===== src/rtl/demux_1ton_buffered_pkg.sv =====
// demux_1ton_buffered_pkg: shared defaults and select-width helper for the buffered demux
package demux_1ton_buffered_pkg;
  localparam int DEF_N = 32;
  localparam int DEF_NUM_OUT = 4;
  localparam int DEF_CNT_W = 8;
  function automatic int sel_width(input int n);
    return (n <= 2) ? 1 : $clog2(n);
  endfunction
endpackage


===== src/rtl/demux_1ton_buffered_slot.sv =====
// demux_1ton_buffered_slot: one-entry output buffer with drain-and-refill
module demux_1ton_buffered_slot #(
  parameter int N = 32
) (
  input  logic         clk,
  input  logic         rst,
  input  logic         load,
  input  logic [N-1:0] load_data,
  input  logic         out_ready,
  output logic         out_valid,
  output logic [N-1:0] out_data,
  output logic         free
);
  logic [N-1:0] data;
  assign free = !out_valid || out_ready;
  assign out_data = out_valid ? data : '0;
  always_ff @(posedge clk) begin
    if (rst) begin
      out_valid <= 1'b0;
      data <= '0;
    end else if (load) begin
      out_valid <= 1'b1;
      data <= load_data;
    end else if (out_ready) begin
      out_valid <= 1'b0;
    end
  end
endmodule


===== src/rtl/demux_1ton_buffered.sv =====
// demux_1ton_buffered: registered 1-to-NUM_OUT demux with per-channel slots, broadcast and drop counting
module demux_1ton_buffered
  import demux_1ton_buffered_pkg::*;
#(
  parameter int N = DEF_N,
  parameter int NUM_OUT = DEF_NUM_OUT,
  parameter int SEL_W = sel_width(NUM_OUT),
  parameter int CNT_W = DEF_CNT_W
) (
  input  logic                 clk,
  input  logic                 rst,
  input  logic                 in_valid,
  output logic                 in_ready,
  input  logic [N-1:0]         in_data,
  input  logic [SEL_W-1:0]     in_sel,
  input  logic                 in_bcast,
  output logic [NUM_OUT-1:0]   out_valid,
  input  logic [NUM_OUT-1:0]   out_ready,
  output logic [NUM_OUT*N-1:0] out_data,
  output logic                 err_sel,
  output logic [CNT_W-1:0]     drop_cnt
);
  logic [NUM_OUT-1:0] free;
  logic [NUM_OUT-1:0] load;
  logic in_range;
  logic accept;
  logic drop;
  assign in_range = {1'b0, in_sel} < (SEL_W+1)'(NUM_OUT);
  // out-of-range selects are always ready so the word can be consumed and dropped
  assign in_ready = in_bcast ? &free : (in_range ? free[in_sel] : 1'b1);
  assign accept = in_valid && in_ready;
  assign drop = accept && !in_bcast && !in_range;
  for (genvar i = 0; i < NUM_OUT; i++) begin : g_slot
    assign load[i] = accept && (in_bcast || (in_range && in_sel == SEL_W'(i)));
    demux_1ton_buffered_slot #(.N(N)) u_slot (
      .clk(clk),
      .rst(rst),
      .load(load[i]),
      .load_data(in_data),
      .out_ready(out_ready[i]),
      .out_valid(out_valid[i]),
      .out_data(out_data[i*N +: N]),
      .free(free[i])
    );
  end
  always_ff @(posedge clk) begin
    if (rst) begin
      err_sel <= 1'b0;
      drop_cnt <= '0;
    end else begin
      err_sel <= drop;
      if (drop && drop_cnt != '1) drop_cnt <= drop_cnt + 1'b1;
    end
  end
endmodule


===== config.mk =====
export PLATFORM = sky130hd
export DESIGN_NAME = demux_1ton_buffered
export DESIGN_NICKNAME = d
export VERILOG_FILES = /design/src/rtl/demux_1ton_buffered_pkg.sv /design/src/rtl/demux_1ton_buffered_slot.sv /design/src/rtl/demux_1ton_buffered.sv
export SDC_FILE = /design/constraint.sdc
export NUM_CORES = 1
export LEC_CHECK = 0
export BUFFER_PORTS_ARGS = -buffer_cell sky130_fd_sc_hd__buf_2
export CORE_ASPECT_RATIO = 1.75
export CORE_MARGIN = 3
export CORE_UTILIZATION = 30
export DETAILED_ROUTE_END_ITERATION = 16
export PLACE_DENSITY = 0.53
export REMOVE_ABC_BUFFERS = 1
export SYNTH_ARGS = -nofsm -noshare
export SYNTH_HDL_FRONTEND = slang
export SYNTH_SLANG_ARGS = --single-unit
export TNS_END_PERCENT = 100

===== constraint.sdc =====
create_clock -name clk -period 1.78 [get_ports clk]
set_input_delay 0.267 -clock clk [delete_from_list [all_inputs] [get_ports clk]]
set_output_delay 0.267 -clock clk [all_outputs]
set_load 0.02 [all_outputs]

After elaboration in Yosys (flattened, before gate mapping). Index checks and enable logic that the tools add are counted.

Register bits after elaboration: 132. Input port bits: 42. Output and inout port bits: 142. Logic and storage cells: 50.

$lt $le $gt $ge: 1. Equality and inequality tests: 3. Muxes and demuxes: 15. Reduce and logical (&&, ||, !) cells: 23.

Operator list (count): $mux 32 (4); $mux 1 (10); $logic_or 1x1->1 (8); $reduce_bool 2->1 (4); $logic_and 1x1->1 (5); $eq 2x2->1 const B (2); $logic_not 1->1 (4); $reduce_and 4->1 (1); $lt 2x3->1 const B (1); $bmux 1 s2 (1); $eq 2x1->1 const B (1); $logic_not 2->1 (1).

Logic depth before layout (Yosys ltp). Gate-level depths: netlist of the first run.

Depth in word-level cells: 8. Depth in mapped cells: 6. Gate-level depth less buffers: 4.

Modules after synthesis. Synthesis of the first run repeated with hierarchy kept, for this count alone.

Cell total of the unflattened synthesis: 598. Area total of the unflattened synthesis: 5866.9 µm².

Modules (own cells, without submodules): demux_1ton_buffered_slot (instances 4, cells an instance 143, area each 1418.9 µm², seq. area each 660.6 µm²); demux_1ton_buffered (instances 1, cells an instance 26, area each 191.4 µm², seq. area each 0.0 µm²).

Least setup slack after synthesis of the first run. OpenSTA, ideal clock, no wires.

Kind: reg2reg. Start: register g_slot[3].u_slot.out_valid. End: register g_slot[3].u_slot.data[3]. Library setup time: 121 ps. Arrival time: 1380 ps. Required time: 1659 ps. Setup slack: 279 ps. Cell stages (with the launch flop): 7. Path buffers: 2. Clock period less this slack: 1501 ps. Cell sequence: dfxtp_1 -> nand2b_1 -> nand4_1 -> a211o_1 -> buf_4 -> buf_6 -> mux2i_1.

Cells in the longest elaborated chain, start to end: 7. Elaborated cells between the ends (all ways): 8. Those cells by class: 3 x mux; 5 x reduce/logical.

Ends and longest elaborated chain: start: declaration (RTL line demux_1ton_buffered_slot.sv:10) `output logic out_valid,`; start signal: assignment (RTL line demux_1ton_buffered_slot.sv:19) `out_valid <= 1'b0;`; start signal: assignment (RTL line demux_1ton_buffered_slot.sv:22) `out_valid <= 1'b1;`; start signal: assignment (RTL line demux_1ton_buffered_slot.sv:25) `out_valid <= 1'b0;`; $logic_not 1->1 * (RTL line demux_1ton_buffered_slot.sv:15) `assign free = !out_valid || out_ready;`; $logic_or 1x1->1 * (RTL line demux_1ton_buffered_slot.sv:15); $bmux 1 s2 (RTL line demux_1ton_buffered.sv:30) `assign in_ready = in_bcast ? &free : (in_range ? free[in_sel] : 1'b1);`; $mux 1 (implied by the code) (RTL line demux_1ton_buffered.sv:30); $mux 1 * (RTL line demux_1ton_buffered.sv:30); $logic_and 1x1->1 * (RTL line demux_1ton_buffered.sv:31) `assign accept = in_valid && in_ready;`; $logic_and 1x1->1 * (RTL line demux_1ton_buffered.sv:34) `assign load[i] = accept && (in_bcast || (in_range && in_sel == SEL_W'(i)));`; end signal: assignment (RTL line demux_1ton_buffered_slot.sv:23) `data <= load_data;`; end: declaration (RTL line demux_1ton_buffered_slot.sv:14) `logic [N-1:0] data;`.

Every way passes the cells marked *; elsewhere a longest branch is shown, timed or not. The select of a mux whose other input is x is not followed. A chain may end at the register's enable or synchronous reset.

Worst setup path in the final report of the first run.
Start: register g_slot[2].u_slot.out_valid. End: output port in_ready.

Cells in the longest elaborated chain, start to end: 5. Elaborated cells between the ends (all ways): 6. Those cells by class: 3 x mux; 3 x reduce/logical.

Ends and longest elaborated chain: start: declaration (RTL line demux_1ton_buffered_slot.sv:10); start signal: assignment (RTL line demux_1ton_buffered_slot.sv:19); start signal: assignment (RTL line demux_1ton_buffered_slot.sv:22); start signal: assignment (RTL line demux_1ton_buffered_slot.sv:25); $logic_not 1->1 * (RTL line demux_1ton_buffered_slot.sv:15); $logic_or 1x1->1 * (RTL line demux_1ton_buffered_slot.sv:15); $bmux 1 s2 (RTL line demux_1ton_buffered.sv:30); $mux 1 (implied by the code) (RTL line demux_1ton_buffered.sv:30); $mux 1 * (RTL line demux_1ton_buffered.sv:30); end: declaration (RTL line demux_1ton_buffered.sv:13) `output logic in_ready,`.

Marked as above.

==> results_dict.tcl, run 1 <==
set metrics [dict create \
    cts_inserted_buffers 17 \
    p_sw_share_pct 27.9 \
    power_switching_uw 2230 \
    layout-drive-gt1-share_pct 28.6 \
    detailedPlacementHpwl_um 11900 \
    syn_area_um2 6320 \
    dieHeight_um 198 \
    achievable-frequency_ghz 0.578 \
    avgViaCountPerCell 4.44 \
    final_cell_area_um2 8060 \
    clock_path_buffers 2 \
    numClockSinks 132 \
    worst-endpoint-arrival_ps 1460 \
    period_minus_slack_ps 1730 \
    internal_power_uw 5750 \
    grt_start_max_net_pins 84 \
    maxSlewViolCount 0 \
    cap_violations 0 \
    clkPwrFrac_pct 42.4 \
    chipWidth_um 116 \
    pin_count 184 \
    outcome "complete, no violations" \
    final_hold_vio_count 0 \
    stdcell_count 1058 \
    area_of_the_die_um2 22900 \
    worst_skew_pair.late_latency_ps 410 \
    synth_register_bits 132 \
    layout_worst_path_cycle_share_pct 97.1 \
    port_buffers 174 \
    seq_power_share_pct 41.7 \
    cell_area_after_placement_um2 7410 \
    h-tree-depth 4 \
    p_per_area_nw_per_um2 991 \
    routedWlPerCell_um 16.5 \
    final_layout_net_count 838 \
    clock_skew_ps 11.5 \
    antenna_found_initial 2 \
    synth-warning-count 0 \
    row_count 69 \
    cts.reportedPaths.clkPinSlew_ps 60 \
    dpl.cell_count 1023 \
    initial_utilization_pct 30.8 \
    flow.area_growth_from_synthesis_pct 27.4 \
    setup.worst_path.end_class "primary output" \
    syn_inst 635 \
    gp_congestion 0.747 \
    critPathLaunchType "flip-flop" \
    global_route.overflow_total 0 \
    ys_seq_area_share_pct 41.8 \
    cp_max_fo 3 \
    post_synthesis_cell_type_count 25 \
    finalPower_uw 7990 \
    path_class "reg2out" \
    setup_viol 0 \
    power.static_leakage_uw 0.00399 \
    power_frac_comb_pct 16.0 \
    drc 0 \
    cts_hold_buffers 0 \
    synth.avg_cell_area_um2 9.96 \
    root_buffer "sky130_fd_sc_hd__clkbuf_16" \
    worst_hold_path_type "in2reg" \
    global_route.usage.total_pct 15.3 \
    coreArea_um2 20500 \
    vias 4695 \
    tritoncts "yes" \
    utilization_pct 39.2 \
    grt_pass1_vias 4912 \
    worst_supply_voltage_drop_on_vdd_mv 0.535 \
    detail_route.iter0.violations 163 \
    route.antenna.remaining_nets 0 \
    wl_um 17400 \
    rsz0062_at_grt "yes" \
    hold-worst-slack_ps 201 \
    firstDrtPassIters 4 \
    timing.critical_path.required_ps 1510 \
    wire_length_of_the_first_global_routing_pass_um 27000 \
]
stage by stage:
step                      TNS [ps]  setup slack [ps]
after floorplan            -115620             -1410
after global placement           0              99.4
after detailed placement         0              73.5
after CTS                     -337             -71.6
after global routing         -18.1             -7.61
final                            0              51.0
final timing paths:
check                           slack, ps                         end  depth (start not counted)                       start
worst max-delay path                   50                    in_ready                          4  g_slot[2].u_slot.out_valid
worst min register to register        470    g_slot[0].u_slot.data[5]                          2    g_slot[0].u_slot.data[5]
worst min-delay path                  200  g_slot[3].u_slot.out_valid                          3                out_ready[3]
worst max register to register        120   g_slot[0].u_slot.data[29]                          5  g_slot[1].u_slot.out_valid
worst max-delay path, cell delays in order, from the launching register on:
cell                        delay (ps)
sky130_fd_sc_hd__dfxtp_2           340
sky130_fd_sc_hd__nand4bb_1         170
sky130_fd_sc_hd__o221ai_4          140
sky130_fd_sc_hd__a221oi_1          220
sky130_fd_sc_hd__buf_4             190
cells in the mapped netlist, drive strengths merged:
master | number | share of area (%)
nand4bb | 1 | 0.18
nand4 | 1 | 0.099
and4 | 1 | 0.14
nor2b | 2 | 0.20
conb | 1 | 0.059
a211oi | 1 | 0.20
o221ai | 2 | 0.65
nand2 | 2 | 0.12
o211ai | 1 | 0.34
o21ba | 1 | 0.26
mux2i | 128 | 20
a21oi | 5 | 0.40
o221a | 1 | 0.18
o21a | 1 | 0.12
a211o | 2 | 0.28
buf | 26 | 3.6
and2 | 128 | 13
a221oi | 1 | 0.14
inv | 1 | 0.059
dfxtp | 132 | 42
o21ai | 1 | 0.079
clkbuf | 30 | 1.8
nand2b | 166 | 16
layer usage:
| layer | vias to the layer above | global-route usage [%] | share of wire [%] |
|---|---|---|---|
| met5 | - | 0 | 0.14 |
| met4 | 4 | 5.59 | 2.0 |
| met3 | 24 | 2.78 | 3.1 |
| met2 | 106 | 28.5 | 56 |
| met1 | 2203 | 16.8 | 38 |
| li1 | 2358 | - | - |
cell type report:
class | count | area, um^2
antenna | 1 | 2.50
clock buffer | 19 | 443
timing repair buffer | 190 | 1130
sequential | 132 | 2650
fill | 2143 | 12500
inverter | 1 | 3.75
clock inverter | 13 | 125
multi-input combinational | 454 | 3390
tap | 248 | 310
state kept, by name, indices dropped and copies added (netlist names):
register / flops
g_slot.u_slot.data: 128
g_slot.u_slot.out_valid: 4
power groups by stage:
stage               registers [uW]  clock network, uW  logic (uW)
global placement              3380                  0        1270
global route                  3360               3620        1390
detailed placement            3390                  0        1280
finish                        3330               3380        1280
floorplan                     3390                  0         772
CTS                           3320               3480        1290
placed cells by master (no fill, tap or decap), drive strengths merged:
master | synthesis | layout
a211o | 2 | 2
a211oi | 1 | 1
a21oi | 5 | 5
a221oi | 1 | 1
and2 | 128 | 128
and4 | 1 | 1
buf | 26 | 190
bufinv | 0 | 1
clkbuf | 30 | 19
clkinv | 0 | 3
clkinvlp | 0 | 5
conb | 1 | 9
dfxtp | 132 | 132
diode | 0 | 1
inv | 1 | 5
mux2i | 128 | 128
nand2 | 2 | 2
nand2b | 166 | 166
nand4 | 1 | 1
nand4bb | 1 | 1
nor2b | 2 | 2
o211ai | 1 | 1
o21a | 1 | 1
o21ai | 1 | 1
o21ba | 1 | 1
o221a | 1 | 1
o221ai | 2 | 2
cell families after synthesis:
group | share of synthesized area (%)
and+or+nand+nor | 29.8
muxes | 20.3
buffers and inverters | 5.46
other | 0.0593
DFF | 41.8
AOI/OAI and AO/OA | 2.63
timing repair:
item	in CTS	in global routing
gates resized for setup	4	10
setup buffers	0	2
pin swaps	0	1
endpoints found under the setup margin	66	37
(Power assumes the default switching activity.)
==> inputs of run 2 (changes only) <==
--- a/config.mk
+++ b/config.mk
@@ -6,7 +6,6 @@
 export NUM_CORES = 1
 export LEC_CHECK = 0
 export BUFFER_PORTS_ARGS = -buffer_cell sky130_fd_sc_hd__buf_2
-export CORE_ASPECT_RATIO = 1.75
 export CORE_MARGIN = 3
 export CORE_UTILIZATION = 30
 export DETAILED_ROUTE_END_ITERATION = 16
==> run 2 against run 1 <==
Clock power increased by 5%. Largest cell class unchanged. Wire length decreased by 4.9%. Fmax increased by 0.75%. Critical path type unchanged. Sequential share of layout area decreased by 0.41 points. Critical path depth unchanged. Worst setup slack improved by 13 ps. Cell area increased by 1.2%. Flip-flop and latch count unchanged. First-iteration DRC count increased by 8.6%. Combinational power about the same. Total power increased by 2.5%. Global-route usage decreased by 0.63 points.
==> results_dict.tcl, run 2 (synthesized netlist as in run 1, its figures left out) <==
set metrics [dict create \
    outcome "complete, no violations" \
    worstHoldPathCells 3 \
    internal_power_uw 6060 \
    cell_area_after_placement_um2 7490 \
    initial_utilization_pct 30.9 \
    worst_skew_pair.late_latency_ps 420 \
    period_minus_slack_ps 1720 \
    area_of_the_die_um2 22900 \
    dpl.cell_count 1050 \
    cap_violations 0 \
    gp_congestion 0.786 \
    stdcell_count 1081 \
    layout_worst_path_cycle_share_pct 96.4 \
    cts_inserted_buffers 17 \
    grt_start_max_net_pins 59 \
    timing.critical_path.cells "nand2b_1 > inv_1 > a221oi_2 > buf_4" \
    port_buffers 174 \
    post-cts-setup-buffers 0 \
    diodes 0 \
    final_hold_vio_count 0 \
    flow.area_growth_from_synthesis_pct 28.9 \
    final_cell_area_um2 8150 \
    detailedPlacementHpwl_um 11000 \
    numClockSinks 132 \
    global_route.usage.total_pct 14.6 \
    worst-endpoint-arrival_ps 1450 \
    tritoncts "yes" \
    setup_viol 0 \
    layout-drive-gt1-share_pct 28.4 \
    grt_pass1_vias 4614 \
    cpMaxStageDelayCell "sky130_fd_sc_hd__dfxtp_1" \
    power_frac_comb_pct 15.8 \
    wire_length_of_the_first_global_routing_pass_um 25600 \
    routedWlPerCell_um 15.3 \
    achievable-frequency_ghz 0.583 \
    firstDrtPassIters 4 \
    reg2regPathDepth 5 \
    final_common_cell "sky130_fd_sc_hd__buf_2" \
    final_layout_net_count 841 \
    wl_um 16600 \
    rsz0062_at_grt "yes" \
    chipWidth_um 151 \
    slowest_delay_ps 310 \
    seq_power_share_pct 40.6 \
    p_sw_share_pct 26.0 \
    worst_supply_voltage_drop_on_vdd_mv 0.620 \
    antenna_found_initial 0 \
    detail_route.iter0.violations 177 \
    maxSlewViolCount 0 \
    pin_count 184 \
    power_switching_uw 2130 \
    largest-register "g_slot.u_slot.data" \
    cts.reportedPaths.clkPinSlew_ps 60 \
    coreArea_um2 20500 \
    clock_path_buffers 2 \
    clkPwrFrac_pct 43.5 \
    drc 0 \
    p_per_area_nw_per_um2 1000 \
    utilization_pct 39.8 \
    worst_hold_path_type "in2reg" \
    cts_hold_buffers 0 \
    power.static_leakage_uw 0.00403 \
    row_count 52 \
    root_buffer "sky130_fd_sc_hd__clkbuf_16" \
    path_class "reg2out" \
    timing.critical_path.required_ps 1510 \
    cp_max_fo 6 \
    avgViaCountPerCell 4.32 \
    vias 4666 \
    finalPower_uw 8190 \
    critPathLaunchType "flip-flop" \
    largest_register_ffs 128 \
    reg.largest.list "g_slot.u_slot.data x128, g_slot.u_slot.out_valid x4" \
    setup.worst_path.end_class "primary output" \
    global_route.overflow_total 0 \
    route.antenna.remaining_nets 0 \
    dieHeight_um 151 \
    final_cell_mix "sky130_fd_sc_hd__buf_2 (172), sky130_fd_sc_hd__nand2b_1 (164), sky130_fd_sc_hd__dfxtp_1 (132)" \
    clock_skew_ps 5.93 \
    h-tree-depth 4 \
]
==> run 2: cell types whose count changed in the layout (fill, tap and decap cells not counted), moves of 2 or more <==
| cell | change |
|---|---|
| sky130_fd_sc_hd__inv_6 | -4 |
| sky130_fd_sc_hd__dfxtp_1 | +2 |
| sky130_fd_sc_hd__dfxtp_2 | -2 |
| sky130_fd_sc_hd__clkinvlp_4 | -2 |
| sky130_fd_sc_hd__bufinv_16 | +2 |
| sky130_fd_sc_hd__buf_4 | +2 |
| sky130_fd_sc_hd__clkbuf_1 | +3 |
==> run 2: path summary, 6_finish.rpt <==
kind / start / end / slack (ps)
worst max register to register: g_slot[1].u_slot.out_valid / g_slot[0].u_slot.data[4] / 120
worst max-delay path: g_slot[1].u_slot.out_valid / in_ready / 60
worst min register to register: g_slot[1].u_slot.data[9] / g_slot[1].u_slot.data[9] / 470
worst min-delay path: out_ready[0] / g_slot[0].u_slot.out_valid / 170
==> run 2: metal layers <==
metal | track usage (%) | part of all wire [%]
met2 | 22.7 | 45
met1 | 19.6 | 49
met4 | 4.90 | 1.2
met3 | 4.07 | 5.5
met5 | 0 | 0
==> run 2: area by class of cell <==
type / instances / area, um^2
multi-input combinational: 454 / 3410
tap: 270 / 338
sequential: 132 / 2640
timing repair buffer: 193 / 1160
fill: 2134 / 12300
clock buffer: 23 / 468
inverter: 1 / 3.75
clock inverter: 8 / 126
==> run 2: timing repair <==
| action | in CTS | in global routing |
|---|---|---|
| gates cloned | 0 | 0 |
| endpoints found under the setup margin | 77 | 15 |
| gates resized for setup | 7 | 6 |
==> run 2: power groups by stage <==
stage          registers (uW)  logic [uW]  clock network [uW]
6_report                 3330        1290                3560
5_1_grt                  3360        1410                3800
2_1_floorplan            3390         772                   0
3_5_place_dp             3380        1290                   0
3_3_place_gp             3380        1290                   0
4_1_cts                  3330        1310                3680
==> run 2: metrics by stage <==
step	setup WS (ps)	hold WS, ps	setup TNS [ps]
2_1_floorplan	-1410	336	-115620
3_3_place_gp	52.4	454	0
3_5_place_dp	21.7	456	0
4_1_cts	0.663	168	0
5_1_grt	-21.7	154	-103
6_report	63.9	171	0
==> run 2: critical path, delay by kind of cell (launching register included) <==
family / cells / cell delay (ps)
simple gates: 1 / 180
buf+inv: 2 / 260
flops: 1 / 310
compound gates: 1 / 280
==> inputs of run 3 (changes only) <==
--- a/config.mk
+++ b/config.mk
@@ -9,7 +9,7 @@
 export CORE_MARGIN = 3
 export CORE_UTILIZATION = 30
 export DETAILED_ROUTE_END_ITERATION = 16
-export PLACE_DENSITY = 0.53
+export PLACE_DENSITY = 0.63
 export REMOVE_ABC_BUFFERS = 1
 export SYNTH_ARGS = -nofsm -noshare
 export SYNTH_HDL_FRONTEND = slang
==> run 3 against run 2 <==
Clock skew is 0.64 ps higher. Sequential power hardly changed. Worst hold slack better by 26 ps. Via count is 1.2% higher. Critical endpoint is now out_data[85]. Largest cell class unchanged.
==> results_dict.tcl, run 3 (synthesized netlist as in run 1, its figures left out) <==
set metrics [dict create \
    clock_skew_ps 6.57 \
    setup_viol 0 \
    utilization_pct 39.9 \
    layout-drive-gt1-share_pct 28.8 \
    pin_count 184 \
    detail_route.iter0.violations 130 \
    reg2regPathDepth 5 \
    cp_max_fo 18 \
    global_route.overflow_total 0 \
    tritoncts "yes" \
    wire_length_of_the_first_global_routing_pass_um 25800 \
    initial_utilization_pct 30.9 \
    largest_register_ffs 128 \
    worstReg2RegStart "g_slot[2].u_slot.out_valid" \
    grt_pass1_vias 4712 \
    coreArea_um2 20500 \
    path_class "reg2out" \
    final_hold_vio_count 0 \
    maxSlewViolCount 0 \
    vias 4724 \
    flow.area_growth_from_synthesis_pct 29.4 \
    worstHoldPathCells 3 \
    numClockSinks 132 \
    grt_start_max_net_pins 54 \
    cts.reportedPaths.clkPinSlew_ps 50 \
    whs_endpoint "g_slot[1].u_slot.out_valid" \
    worst_supply_voltage_drop_on_vdd_mv 0.563 \
    hold-worst-slack_ps 197 \
    global_route.usage.total_pct 14.5 \
    fin_tns_setup_ps 0 \
    wl_um 16500 \
    worst_hold_startpoint "out_ready[1]" \
    layout_worst_path_cycle_share_pct 95.6 \
    finalPower_uw 8200 \
    reg.largest.list "g_slot.u_slot.data x128, g_slot.u_slot.out_valid x4" \
    cap_violations 0 \
    rsz0062_at_grt "no" \
    area_of_the_die_um2 22900 \
    port_buffers 174 \
    cts_inserted_buffers 17 \
    antenna_found_initial 0 \
    dieHeight_um 151 \
    p_per_area_nw_per_um2 1000 \
    h-tree-depth 4 \
    routedWlPerCell_um 15.2 \
    setup.worst_path.end_class "primary output" \
    route.antenna.remaining_nets 0 \
    gp_congestion 0.770 \
    final_common_cell "sky130_fd_sc_hd__buf_2" \
    worst_hold_path_type "in2reg" \
    cell_area_after_placement_um2 7500 \
    drc 0 \
    root_buffer "sky130_fd_sc_hd__clkbuf_16" \
    worst_skew_pair.late_latency_ps 400 \
    final_cell_mix "sky130_fd_sc_hd__buf_2 (172), sky130_fd_sc_hd__nand2b_1 (163), sky130_fd_sc_hd__dfxtp_1 (131)" \
    largest-register "g_slot.u_slot.data" \
    clock_path_buffers 2 \
    chipWidth_um 151 \
    critPathLaunchType "flip-flop" \
    avgViaCountPerCell 4.36 \
    worst_r2r_endpoint "g_slot[0].u_slot.data[28]" \
    worst-endpoint-arrival_ps 1430 \
    firstDrtPassIters 4 \
    nFillCells 2057 \
    outcome "complete, no violations" \
    r2r_slack_ps 150 \
    final_layout_net_count 842 \
    period_minus_slack_ps 1700 \
    detailedPlacementHpwl_um 11300 \
    power.static_leakage_uw 0.00406 \
    final_cell_area_um2 8190 \
    timing.critical_path.required_ps 1510 \
    row_count 52 \
    achievable-frequency_ghz 0.588 \
]
run 3: cell count changes in the layout (fill, tap and decap cells not counted), sizes merged:
cell,before,now
clkinvlp,3,2
clkbuf,23,22
clkinv,2,4
diode,0,1
buf,193,194
run 3: layout make-up:
class / instances / area (um^2) / share of cell area (%)
sequential: 132 / 2640 / 32.3
clock buffer: 22 / 464 / 5.67
inverter: 1 / 3.75 / 0.0459
clock inverter: 9 / 129 / 1.57
tap: 270 / 338 / 4.13
antenna: 1 / 2.50 / 0.0306
multi-input combinational: 454 / 3420 / 41.7
timing repair buffer: 194 / 1190 / 14.5
run 3: routing by layer:
metal	global-route usage, %	vias up	part of all wire [%]
li1	-	2362	-
met1	19.9	2228	49
met2	22.4	120	45
met3	3.77	14	4.9
met4	3.94	0	1.1
met5	0	-	0
run 3: per-stage QoR:
| step | instances | setup WS, ps |
|---|---|---|
| after floorplan | 587 | -1410 |
| after global placement | 1050 | 62.6 |
| after detailed placement | 1050 | 37.1 |
| after CTS | 1081 | 12.0 |
| after global routing | 1082 | 0.472 |
| final | 1083 | 79.2 |
run 3: how the worst max path moves through the flow:
stage / from / end / slack, ps
2_1_floorplan: g_slot[3].u_slot.out_valid / g_slot[0].u_slot.data[0] / -1410
3_3_place_gp: out_ready[3] / g_slot[0].u_slot.data[22] / 60
3_5_place_dp: out_ready[1] / g_slot[0].u_slot.data[24] / 40
4_1_cts: g_slot[2].u_slot.out_valid / in_ready / 10
5_1_grt: g_slot[2].u_slot.out_valid / out_data[85] / 0.5
6_report: g_slot[2].u_slot.out_valid / out_data[85] / 80
run 3: critical path, cell delays in order (launching register included):
cell                      delay, ps
sky130_fd_sc_hd__dfxtp_1        380
sky130_fd_sc_hd__buf_4          280
sky130_fd_sc_hd__and2_1         190
sky130_fd_sc_hd__buf_2          170
run 3: repair_timing:
| action | 4_1_cts | 5_1_grt |
|---|---|---|
| hold endpoints to repair | 0 | 0 |
| hold buffers | 0 | 0 |
| pin swaps | 1 | 1 |
| buffers inserted | 0 | 1 |
| setup endpoints to repair | 17 | 9 |
| gates resized for setup | 9 | 7 |
run 3: report_power, final:
group | leakage, uW | switching (uW) | total [uW] | internal, uW
Clock | 0.000286 | 1300 | 3570 | 2270
Combinational | 0.00269 | 716 | 1310 | 591
Sequential | 0.00108 | 119 | 3330 | 3210
Total | 0.00406 | 2140 | 8200 | 6070
